<file path="config.mk">
export PLATFORM = sky130hd
export DESIGN_NAME = eth_udp_tx_arbiter
export DESIGN_NICKNAME = d
export VERILOG_FILES = /design/src/rtl/eth_udp_tx_arbiter.sv
export SDC_FILE = /design/constraint.sdc
export NUM_CORES = 1
export LEC_CHECK = 0
export ABC_AREA = 1
export ABC_CLOCK_PERIOD_IN_PS = 2200
export CAP_MARGIN = 10
export CORE_UTILIZATION = 38
export CTS_BUF_LIST = sky130_fd_sc_hd__clkbuf_4 sky130_fd_sc_hd__clkbuf_8 sky130_fd_sc_hd__clkbuf_16
export DETAILED_ROUTE_END_ITERATION = 10
export PLACE_DENSITY = 0.85
export SLEW_MARGIN = 10
export SYNTH_ARGS = -nofsm -noshare
export SYNTH_HDL_FRONTEND = slang
export SYNTH_SLANG_ARGS = --single-unit
</file>
<file path="constraint.sdc">
create_clock -name gmii_tx_clk -period 2.2 [get_ports gmii_tx_clk]
set_input_delay 0.22 -clock gmii_tx_clk [delete_from_list [all_inputs] [get_ports gmii_tx_clk]]
set_output_delay 0.22 -clock gmii_tx_clk [all_outputs]
set_load 0.03 [all_outputs]
</file>
<file path="src/rtl/eth_udp_tx_arbiter.sv">
// Round-robin arbiter sharing one UDP transmit path between a waveform stream (ch0) and a command channel (ch1).
// Optional BUSY watchdog enabled by defining ETH_TX_ARB_TIMEOUT_EN.
module eth_udp_tx_arbiter #(
    parameter int IFG_CYC     = 12,
    parameter int TIMEOUT_CYC = 65535
) (
    input  logic        gmii_tx_clk,
    input  logic        rst_n,
    input  logic        ch0_req,
    input  logic [15:0] ch0_byte_num,
    input  logic [31:0] ch0_data,
    output logic        ch0_grant,
    output logic        ch0_data_req,
    output logic        ch0_done,
    input  logic        ch1_req,
    input  logic [15:0] ch1_byte_num,
    input  logic [31:0] ch1_data,
    output logic        ch1_grant,
    output logic        ch1_data_req,
    output logic        ch1_done,
    output logic        tx_start_en,
    output logic [15:0] tx_byte_num,
    output logic [31:0] tx_data,
    input  logic        tx_req,
    input  logic        tx_done,
    output logic        busy,
    output logic        timeout_err
);

    typedef enum logic [1:0] {IDLE, START, BUSY, GAP} state_t;

    state_t      state, state_nxt;
    logic        last_grant, last_grant_nxt;
    logic [15:0] gap_cnt, gap_cnt_nxt;
    logic        grant0_nxt, grant1_nxt, done0_nxt, done1_nxt, start_nxt;
    logic [15:0] byte_num_nxt;
    logic        pick1;
    logic [15:0] pick_bytes;
    logic        finish;
    logic        abort;

`ifdef ETH_TX_ARB_TIMEOUT_EN
    logic [15:0] wdog, wdog_nxt;
    logic        terr_nxt;
`else
    logic [31:0] unused_timeout;
    assign unused_timeout = TIMEOUT_CYC;
    assign timeout_err    = 1'b0;
`endif

    // Handshake: a requester raises chX_req (level) with chX_byte_num stable and keeps
    // both until chX_done; while granted, each tx_req cycle consumes chX_data and
    // is echoed back the same cycle as chX_data_req.
    assign ch0_data_req = tx_req & ch0_grant;
    assign ch1_data_req = tx_req & ch1_grant;
    assign tx_data      = ch0_grant ? ch0_data : (ch1_grant ? ch1_data : 32'd0);

    // Tie-break favours the channel that was not served last.
    assign pick1      = (ch0_req && ch1_req) ? ~last_grant : ch1_req;
    assign pick_bytes = pick1 ? ch1_byte_num : ch0_byte_num;

    always_comb begin
        state_nxt      = state;
        last_grant_nxt = last_grant;
        gap_cnt_nxt    = gap_cnt;
        grant0_nxt     = ch0_grant;
        grant1_nxt     = ch1_grant;
        done0_nxt      = 1'b0;
        done1_nxt      = 1'b0;
        start_nxt      = 1'b0;
        byte_num_nxt   = tx_byte_num;
        finish         = 1'b0;
        abort          = 1'b0;
`ifdef ETH_TX_ARB_TIMEOUT_EN
        wdog_nxt       = wdog;
        terr_nxt       = 1'b0;
`endif
        case (state)
            IDLE: begin
                if (ch0_req || ch1_req) begin
                    last_grant_nxt = pick1;
                    if (pick_bytes == 16'd0) begin
                        // Empty packet: acknowledge without touching the udp block.
                        done0_nxt = ~pick1;
                        done1_nxt = pick1;
                    end else begin
                        grant0_nxt   = ~pick1;
                        grant1_nxt   = pick1;
                        byte_num_nxt = pick_bytes;
                        start_nxt    = 1'b1;
                        state_nxt    = START;
                    end
                end
            end
            START: begin
                state_nxt = BUSY;
`ifdef ETH_TX_ARB_TIMEOUT_EN
                wdog_nxt  = 16'd0;
`endif
            end
            BUSY: begin
                if (tx_done) begin
                    finish = 1'b1;
                end else begin
`ifdef ETH_TX_ARB_TIMEOUT_EN
                    if (wdog == 16'(TIMEOUT_CYC - 1)) begin
                        finish   = 1'b1;
                        abort    = 1'b1;
                        terr_nxt = 1'b1;
                    end else begin
                        wdog_nxt = wdog + 16'd1;
                    end
`endif
                end
                if (finish) begin
                    done0_nxt   = ch0_grant;
                    done1_nxt   = ch1_grant;
                    grant0_nxt  = 1'b0;
                    grant1_nxt  = 1'b0;
                    gap_cnt_nxt = 16'(IFG_CYC);
                    state_nxt   = (IFG_CYC == 0) ? IDLE : GAP;
                end
            end
            GAP: begin
                gap_cnt_nxt = gap_cnt - 16'd1;
                if (gap_cnt <= 16'd1) begin
                    state_nxt = IDLE;
                end
            end
            default: state_nxt = IDLE;
        endcase
    end

    always_ff @(posedge gmii_tx_clk or negedge rst_n) begin
        if (!rst_n) begin
            state       <= IDLE;
            last_grant  <= 1'b1;
            gap_cnt     <= 16'd0;
            ch0_grant   <= 1'b0;
            ch1_grant   <= 1'b0;
            ch0_done    <= 1'b0;
            ch1_done    <= 1'b0;
            tx_start_en <= 1'b0;
            tx_byte_num <= 16'd0;
            busy        <= 1'b0;
        end else begin
            state       <= state_nxt;
            last_grant  <= last_grant_nxt;
            gap_cnt     <= gap_cnt_nxt;
            ch0_grant   <= grant0_nxt;
            ch1_grant   <= grant1_nxt;
            ch0_done    <= done0_nxt;
            ch1_done    <= done1_nxt;
            tx_start_en <= start_nxt;
            tx_byte_num <= byte_num_nxt;
            busy        <= (state_nxt != IDLE);
        end
    end

`ifdef ETH_TX_ARB_TIMEOUT_EN
    always_ff @(posedge gmii_tx_clk or negedge rst_n) begin
        if (!rst_n) begin
            wdog        <= 16'd0;
            timeout_err <= 1'b0;
        end else begin
            wdog        <= wdog_nxt;
            timeout_err <= terr_nxt;
        end
    end
`else
    logic unused_abort;
    assign unused_abort = abort;
`endif

endmodule
</file>
==> results_dict.tcl, run 1 <==
set metrics [dict create \
    p_clk_frac 0.119 \
    synth_ff_type "dfrtp_1" \
    clock-sinks 41 \
    io_buffers 157 \
    slew_headroom 0.4261 \
    clockBufferDepth 2 \
    hold_class "input port to asynchronous set/reset pin" \
    synth_cell_types 26 \
    fin_area_um2 4492 \
    grt_busiest_layer "met2" \
    use_met1 0.2852 \
    fin_crit_sh 0.9461 \
    peakVddDrop_v 0.0004871 \
    startpoint_type "register" \
    via_per_inst 4.694 \
    setup_violations 0 \
    drtIter0Drc 153 \
    cp.arrival_ps 1860 \
    ys_seq_area_frac 0.3773 \
    rsz0062_at_grt "false" \
    status "finished, final reports clean" \
    yosys_register_bits 41 \
    clock_latency_ps 290 \
    synth-edff-count 0 \
    setup_slack_ps 118.5 \
    cap_violations 0 \
    clock_skew_ps 5.207 \
    placedInstanceArea_um2 4400 \
    cp-startpoint "ch0_grant" \
    grt.overflow.total 0 \
    switchingPower_mw 1.883 \
    final_hold_viol_count 0 \
    initial_core_util 0.3964 \
    grt_usage 0.2159 \
    switching_share 0.4556 \
    antenna_found_initial 0 \
    end_kind "primary output" \
    chipWidth_um 86.65 \
    tightest_slew_ps 860.9 \
    synthArstFlopShare 1.000 \
    r2r-start "last_grant" \
    io_pins 159 \
    seqPwrFrac 0.282 \
    clk_pin_slew_ps 80 \
    final_common_cell "nand2_1" \
    cp.required_ps 1980 \
    ctsHoldBuffers 0 \
    path_max_fanout 35 \
    firstDrtPassIters 4 \
    p_leak_nw 2.216 \
    path_class "register to primary output" \
    met2_usage 0.3615 \
    wl_per_cell_um 12.02 \
    yosys_warnings 0 \
    combPwrFrac 0.599 \
    utilization 0.6539 \
    drcViolationCount 0 \
    syn_avg_cell_area_um2 6.332 \
    cts_setup_buffers 0 \
    synthesis.nets 534 \
    pre_cts_ws_ps -17.79 \
    wl_um 8171 \
    ant_nets 0 \
    layout_common_cells "nand2_1, clkdlybuf4s50_1, nand3_1" \
    htree_levels 2 \
    powerDensity_nw_per_um2 920.2 \
    drive_gt1_frac 0.04452 \
    cts_tree "done" \
    nets 687 \
    root_buffer "clkbuf_8" \
    rows 30 \
    period_needed_ps 2081 \
    synthCells 430 \
    core-area_um2 6869 \
    gp_congestion 0.8711 \
    p_int_mw 2.250 \
    area_delta_synth_final_pct 64.98 \
    hpwlAfterDp_um 6505 \
    cts_made_buffers 5 \
    grt_pass1_wl_um 12730 \
    grt_use_met3 0.04381 \
    n_antenna_cell 0 \
    fmax_mhz 480.4 \
    grt_pass1_vias 2843 \
    grt_max_degree 42 \
    vias 3192 \
    synth.cell_area_um2 2723 \
    die_h_um 86.65 \
    cts-resized-gates 0 \
    slew_violations 0 \
    die_area_um2 7507 \
]
==> per-layer routing <==
layer | wire length, um | part of all wire
met5 | 0 | 0
met4 | 127 | 0.016
met3 | 451 | 0.055
met2 | 4047 | 0.50
met1 | 3545 | 0.43
==> per-stage QoR <==
stage | hold slack, ps | cells | total power, mW | setup TNS, ps
global placement | 371.2 | 672 | 3.592 | 0
global route | 94.74 | 680 | 4.432 | 0
floorplan | -75.59 | 430 | 2.613 | 0
finish | 34.78 | 680 | 4.133 | 0
detailed placement | 384.3 | 672 | 3.649 | -18.48
CTS | 57.62 | 680 | 4.150 | 0
==> final timing paths <==
| check | slack [ps] | cells after the start | to |
|---|---|---|---|
| setup / recovery | 120 | 4 | tx_data[18] |
| hold / removal | 30 | 1 | gap_cnt[2] |
| setup reg to reg | 220 | 13 | tx_byte_num[1] |
| hold reg to reg | 470 | 2 | last_grant |
| max in group asynchronous | 1620 | 1 | gap_cnt[5] |
| min in group gmii_tx_clk | 470 | 2 | last_grant |
==> worst max-delay path, cell delays in order, from the launching register on <==
cell             delay [ps]
dfrtp_1                 350
buf_4                   320
nand2_1                 140
nand2_1                  90
clkdlybuf4s50_1         670
==> final cells by class <==
| class | instances | area [um2] |
|---|---|---|
| multi-input cells | 320 | 1393 |
| clock inverters | 2 | 15.01 |
| repair buffers | 168 | 1684 |
| fillers | 580 | 2377 |
| inverters | 47 | 176.4 |
| flip-flops and latches | 41 | 1027 |
| well taps | 96 | 120.1 |
| clock buffers | 6 | 76.32 |
==> power groups by stage <==
| stage | logic, mW | clock network (mW) | registers [mW] |
|---|---|---|---|
| floorplan | 1.26 | 0 | 1.35 |
| global placement | 2.42 | 0 | 1.17 |
| detailed placement | 2.48 | 0 | 1.17 |
| CTS | 2.48 | 0.506 | 1.16 |
| global route | 2.69 | 0.551 | 1.19 |
| finish | 2.47 | 0.493 | 1.17 |
==> registers in the layout, summed over array words and instances, names as in the netlist <==
signal       cells
ch0_done         1
ch1_grant        1
state            2
ch0_grant        1
tx_start_en      1
tx_byte_num     16
ch1_done         1
last_grant       1
gap_cnt         16
busy             1
==> cell usage after synthesis (2+ instances only) <==
cell / instances / area share
dfrtp_1: 40 / 0.37
ha_1: 2 / 0.0092
inv_1: 47 / 0.065
nor3_1: 3 / 0.0055
o21ai_1: 12 / 0.022
nand2_1: 171 / 0.24
o22ai_1: 3 / 0.0069
clkbuf_1: 9 / 0.012
nor2_1: 36 / 0.050
buf_4: 4 / 0.011
buf_2: 5 / 0.0092
nand3b_1: 6 / 0.017
buf_6: 3 / 0.012
nand3_1: 59 / 0.11
o21ai_0: 19 / 0.035
==> cell families after synthesis <==
family | share of synthesized area
compound gates | 0.07169
buf+inv | 0.1112
flops | 0.3773
fa+ha+maj | 0.009190
other cells | 0.001377
simple gates | 0.4292
Power figures use the tool's default switching activity.
==> run 2, diff against run 1 <==
--- a/config.mk
+++ b/config.mk
@@ -5,13 +5,12 @@
 export SDC_FILE = /design/constraint.sdc
 export NUM_CORES = 1
 export LEC_CHECK = 0
-export ABC_AREA = 1
 export ABC_CLOCK_PERIOD_IN_PS = 2200
-export CAP_MARGIN = 10
-export CORE_UTILIZATION = 38
+export CORE_UTILIZATION = 36
 export CTS_BUF_LIST = sky130_fd_sc_hd__clkbuf_4 sky130_fd_sc_hd__clkbuf_8 sky130_fd_sc_hd__clkbuf_16
 export DETAILED_ROUTE_END_ITERATION = 10
-export PLACE_DENSITY = 0.85
+export PLACE_DENSITY = 0.86
+export SKIP_CTS_REPAIR_TIMING = 1
 export SLEW_MARGIN = 10
 export SYNTH_ARGS = -nofsm -noshare
 export SYNTH_HDL_FRONTEND = slang
==> run 2 against run 1 <==
Effect of this change:
- total power down 18%
- register-to-register slack better by 50 ps
- global-route usage up 1.8 points
- clock skew up 0.55 ps
- die area down 10%
- via count down 22%
- sequential power up 3%
==> results_dict.tcl, run 2 <==
set metrics [dict create \
    drive_gt1_frac 0.1930 \
    n_antenna_cell 0 \
    clk_pin_slew_ps 80 \
    fmax_mhz 506.4 \
    synthCells 218 \
    reg2reg_depth 4 \
    grt_usage 0.2337 \
    synth.cell_area_um2 2307 \
    r2r-end "gap_cnt[15]" \
    grt.overflow.total 0 \
    post-synth-top-area-cell "dfrtp_1" \
    synth_ff_type "dfrtp_1" \
    synthTopCellsByArea "dfrtp_1, a22o_1, o221a_2" \
    layout_common_cells "clkdlybuf4s50_1, dfrtp_1, buf_4" \
    setup_violations 0 \
    clock_skew_ps 5.761 \
    synth_cell_types 45 \
    utilization 0.6635 \
    clockBufferDepth 2 \
    crit_path_top_delay_cell "o22ai_2" \
    grt_max_degree 42 \
    largestRegisters "gap_cnt x16, tx_byte_num x16, state x2" \
    antenna_found_initial 0 \
    path_class "input port to register" \
    yosys_register_bits 41 \
    root_buffer "clkbuf_8" \
    worstPathCellList "clkdlybuf4s50_1 > a21bo_1 > or3_1 > o22ai_2 > o221a_2" \
    whs_ps 43.22 \
    end_kind "register" \
    io_buffers 157 \
    io_pins 159 \
    core-area_um2 6061 \
    peakVddDrop_v 0.0004055 \
    power_mw 3.392 \
    powerDensity_nw_per_um2 843.4 \
    cts_made_buffers 5 \
    num-fill-cells 490 \
    yosysMostFrequentCell "dfrtp_1" \
    clock-sinks 41 \
    startpoint_type "input port" \
    status "finished, final reports clean" \
    drcViolationCount 0 \
    area_delta_synth_final_pct 74.30 \
    initial_core_util 0.3807 \
    period_needed_ps 1975 \
    hold_class "input port to asynchronous set/reset pin" \
    final_hold_viol_count 0 \
    cts_tree "done" \
    slew_headroom 0.4095 \
    cp.required_ps 2440 \
    grt_pass1_wl_um 11730 \
    fin_crit_sh 0.8977 \
    final_common_cell "clkdlybuf4s50_1" \
    ys_seq_area_frac 0.4452 \
    path_max_fanout 19 \
    via_per_inst 5.583 \
    htree_levels 2 \
    drtIter0Drc 106 \
    firstDrtPassIters 5 \
    r2r-start "gap_cnt[11]" \
    ant_nets 0 \
    critical-path-max-stage-delay_ps 590 \
    vias 2501 \
    synth-edff-count 0 \
    p_leak_nw 1.614 \
    r2r_slack_ps 270 \
    gp_congestion 0.8098 \
    rows 28 \
    hpwlAfterDp_um 6152 \
    ys_top_cells_by_count "dfrtp_1, a22o_1, or3_1" \
    slew_violations 0 \
    synthesis.nets 322 \
    wl_um 7971 \
    cap_violations 0 \
    yosys_warnings 0 \
    crit_family "compound AO/OA/AOI/OAI gates" \
    wl_per_cell_um 17.79 \
    rsz0062_at_grt "false" \
    syn_avg_cell_area_um2 10.58 \
    setup_slack_ps 225.1 \
    nets 476 \
    die_area_um2 6733 \
    cp.arrival_ps 2210 \
    synthArstFlopShare 1.000 \
    clock_latency_ps 300 \
    yosysTopAreaCellShare 0.4338 \
    cp-startpoint "ch1_req" \
    grt_pass1_vias 2367 \
    chipWidth_um 82.06 \
    path_buf_inv 1 \
    tightest_slew_ps 885.8 \
    pre_cts_ws_ps -68.60 \
    die_h_um 82.06 \
]
==> run 2: how the worst max path moves through the flow <==
stage / to / slack [ps] / cells after the start
2_1_floorplan: gap_cnt[15] / 360 / 5
3_3_place_gp: tx_byte_num[4] / 10 / 5
3_5_place_dp: tx_byte_num[9] / -70 / 5
4_1_cts: tx_byte_num[9] / 240 / 5
5_1_grt: gap_cnt[11] / 90 / 4
6_report: tx_byte_num[9] / 230 / 5
==> run 2: kinds of logic after synthesis <==
kind of cell / after synthesis / synth area share
and+or+nand+nor: 67 / 0.1752
other: 1 / 0.001625
AOI/OAI and AO/OA: 82 / 0.3097
muxes: 3 / 0.01302
DFF: 41 / 0.4452
adders and majority gates: 2 / 0.01084
buffers and inverters: 22 / 0.04446
==> run 2: metrics by stage <==
step	std cells	setup TNS [ps]	area (um2)
after global placement	440	0	3901
after global routing	448	0	4021
after floorplan	218	0	2307
after detailed placement	440	-830.8	3901
after CTS	448	0	4021
final	448	0	4021
==> run 2: area by class of cell <==
cell class,count,area (um2),share of cell area
clock buffer,6,82.58,0.02054
tap,75,93.84,0.02334
timing repair buffer,166,1589,0.3951
sequential,41,1027,0.2554
clock inverter,2,37.54,0.009334
inverter,3,11.26,0.002800
multi-input combinational,155,1180,0.2934
==> run 2: power by group <==
group / switching, mW / internal (mW)
sequential: 0.233 / 0.974
clock: 0.261 / 0.369
combinational: 0.800 / 0.755
total: 1.29 / 2.10
==> run 2: layer usage <==
metal / global-route usage / routed length, um
met1: 0.2549 / 2914
met5: 0 / 0
met2: 0.4339 / 4113
met4: 0.06842 / 139
met3: 0.06667 / 804
==> run 2: worst reg2reg max path, stage by stage, from the launching register on <==
cell	delay [ps]
dfrtp_1	400
or4_4	570
or3_1	440
o311ai_2	280
o41ai_1	110
==> run 3, diff against run 2 <==
--- a/config.mk
+++ b/config.mk
@@ -6,10 +6,11 @@
 export NUM_CORES = 1
 export LEC_CHECK = 0
 export ABC_CLOCK_PERIOD_IN_PS = 2200
-export CORE_UTILIZATION = 36
+export CORE_UTILIZATION = 45
 export CTS_BUF_LIST = sky130_fd_sc_hd__clkbuf_4 sky130_fd_sc_hd__clkbuf_8 sky130_fd_sc_hd__clkbuf_16
 export DETAILED_ROUTE_END_ITERATION = 10
-export PLACE_DENSITY = 0.86
+export DONT_BUFFER_PORTS = 1
+export PLACE_DENSITY = 0.67
 export SKIP_CTS_REPAIR_TIMING = 1
 export SLEW_MARGIN = 10
 export SYNTH_ARGS = -nofsm -noshare
==> run 3 against run 2 <==
Effect of this change:
- first-iteration DRC count decreased by 8.5%
- critical path depth is 1 lower
- via count shrank 22%
- largest power group is now registers
- flip-flop and latch count did not move
- highest routed layer unchanged
==> results_dict.tcl, run 3 (synthesis gave the netlist of run 2 again) <==
set metrics [dict create \
    status "finished, final reports clean" \
    via_per_inst 6.877 \
    cp.arrival_ps 2090 \
    fin_crit_sh 0.8762 \
    endpoint "gap_cnt[15]" \
    r2r-start "gap_cnt[11]" \
    final_common_cell "dfrtp_1" \
    die_h_um 73.61 \
    clockBufferDepth 2 \
    n_antenna_cell 0 \
    hold_class "input port to register" \
    cap_violations 0 \
    wl_um 6600 \
    peakVddDrop_v 0.0007343 \
    hpwlAfterDp_um 4991 \
    path_class "register to register" \
    final_hold_viol_count 0 \
    ant_nets 0 \
    core-area_um2 4817 \
    io_pins 159 \
    chipWidth_um 73.61 \
    wl_per_cell_um 23.24 \
    gp_congestion 0.7658 \
    reg2reg_depth 4 \
    die_area_um2 5418 \
    num-fill-cells 441 \
    r2r-end "gap_cnt[15]" \
    clk_pin_slew_ps 80 \
    rows 25 \
    cts_made_buffers 5 \
    antenna_found_initial 0 \
    htree_levels 2 \
    drive_gt1_frac 0.1751 \
    r2r_slack_ps 270 \
    vias 1953 \
    powerDensity_nw_per_um2 1151 \
    drtIter0Drc 97 \
    setup_slack_ps 272.5 \
    cp-startpoint "gap_cnt[11]" \
    firstDrtPassIters 4 \
    nets 320 \
    pre_cts_ws_ps 253.7 \
    slew_violations 0 \
    layout_common_cells "dfrtp_1, a22o_1, or3_1" \
    clock_latency_ps 290 \
    fmax_mhz 518.8 \
    whs_ps 80.84 \
    grt_usage 0.2385 \
    tightest_slew_ps 708.9 \
    clock-sinks 41 \
    startpoint_type "register" \
    largestRegisters "gap_cnt x16, tx_byte_num x16, state x2" \
    period_needed_ps 1928 \
    rsz0062_at_grt "false" \
    end_kind "register" \
    io_buffers 0 \
    area_delta_synth_final_pct 9.599 \
    cts_tree "done" \
    grt.overflow.total 0 \
    grt_pass1_vias 1813 \
    hp-start "ch1_req" \
    slew_headroom 0.5274 \
    grt_pass1_wl_um 9508 \
    root_buffer "clkbuf_8" \
    path_max_fanout 6 \
    tns_ps 0 \
    drcViolationCount 0 \
    initial_core_util 0.4790 \
    clock_skew_ps 6.978 \
    p_leak_nw 0.9664 \
    grt_max_degree 42 \
    cp.required_ps 2360 \
    setup_violations 0 \
]
run 3: changes by cell type in the layout (fill, tap and decap cells not counted), sizes merged:
cell	delta
clkdlybuf4s50	-123
buf	-35
dlygate4sd3	+2
clkbuf	+1
clkinvlp	-1
run 3: layout make-up:
| type | count | area (um2) | share of cell area |
|---|---|---|---|
| timing repair buffer | 10 | 100.1 | 0.03958 |
| multi-input combinational | 155 | 1186 | 0.4691 |
| inverter | 3 | 11.26 | 0.004453 |
| sequential | 41 | 1027 | 0.4062 |
| clock inverter | 1 | 30.03 | 0.01188 |
| clock buffer | 7 | 90.09 | 0.03563 |
| tap | 67 | 83.83 | 0.03315 |
run 3: where the power goes:
part	switching, mW	total [mW]	internal, mW
clock network	0.248	0.630	0.382
logic	0.581	0.923	0.342
registers	0.386	1.36	0.972
run 3: worst max-delay path: stages, from the launching register on:
cell	delay, ps
dfrtp_1	400
or4_4	570
or3_1	440
o311ai_2	300
o41ai_1	110
run 3: worst min-delay path by stage:
stage	slack [ps]	depth (start not counted)	end
2_1_floorplan	-80	0	busy
3_3_place_gp	-70	0	tx_byte_num[12]
3_5_place_dp	-70	0	tx_byte_num[12]
4_1_cts	-390	0	tx_byte_num[10]
5_1_grt	80	2	last_grant
6_report	80	2	last_grant
run 3: metrics by stage:
stage                       util  cells  total power, mW  instance area (um2)
after floorplan                -    218            2.082                 2307
after global placement    0.4888    273            2.178                 2355
after detailed placement  0.4888    273            2.258                 2355
after CTS                 0.5138    281            2.889                 2475
after global routing      0.5249    284            3.071                 2529
final                     0.5249    284            2.910                 2529
run 3: routing by layer:
| layer | vias up | GRT usage | wire, um |
|---|---|---|---|
| met5 | - | 0 | 0 |
| met4 | 0 | 0.09188 | 150 |
| met3 | 14 | 0.07270 | 584 |
| met2 | 115 | 0.4241 | 3478 |
| met1 | 948 | 0.2662 | 2387 |
| li1 | 876 | - | - |
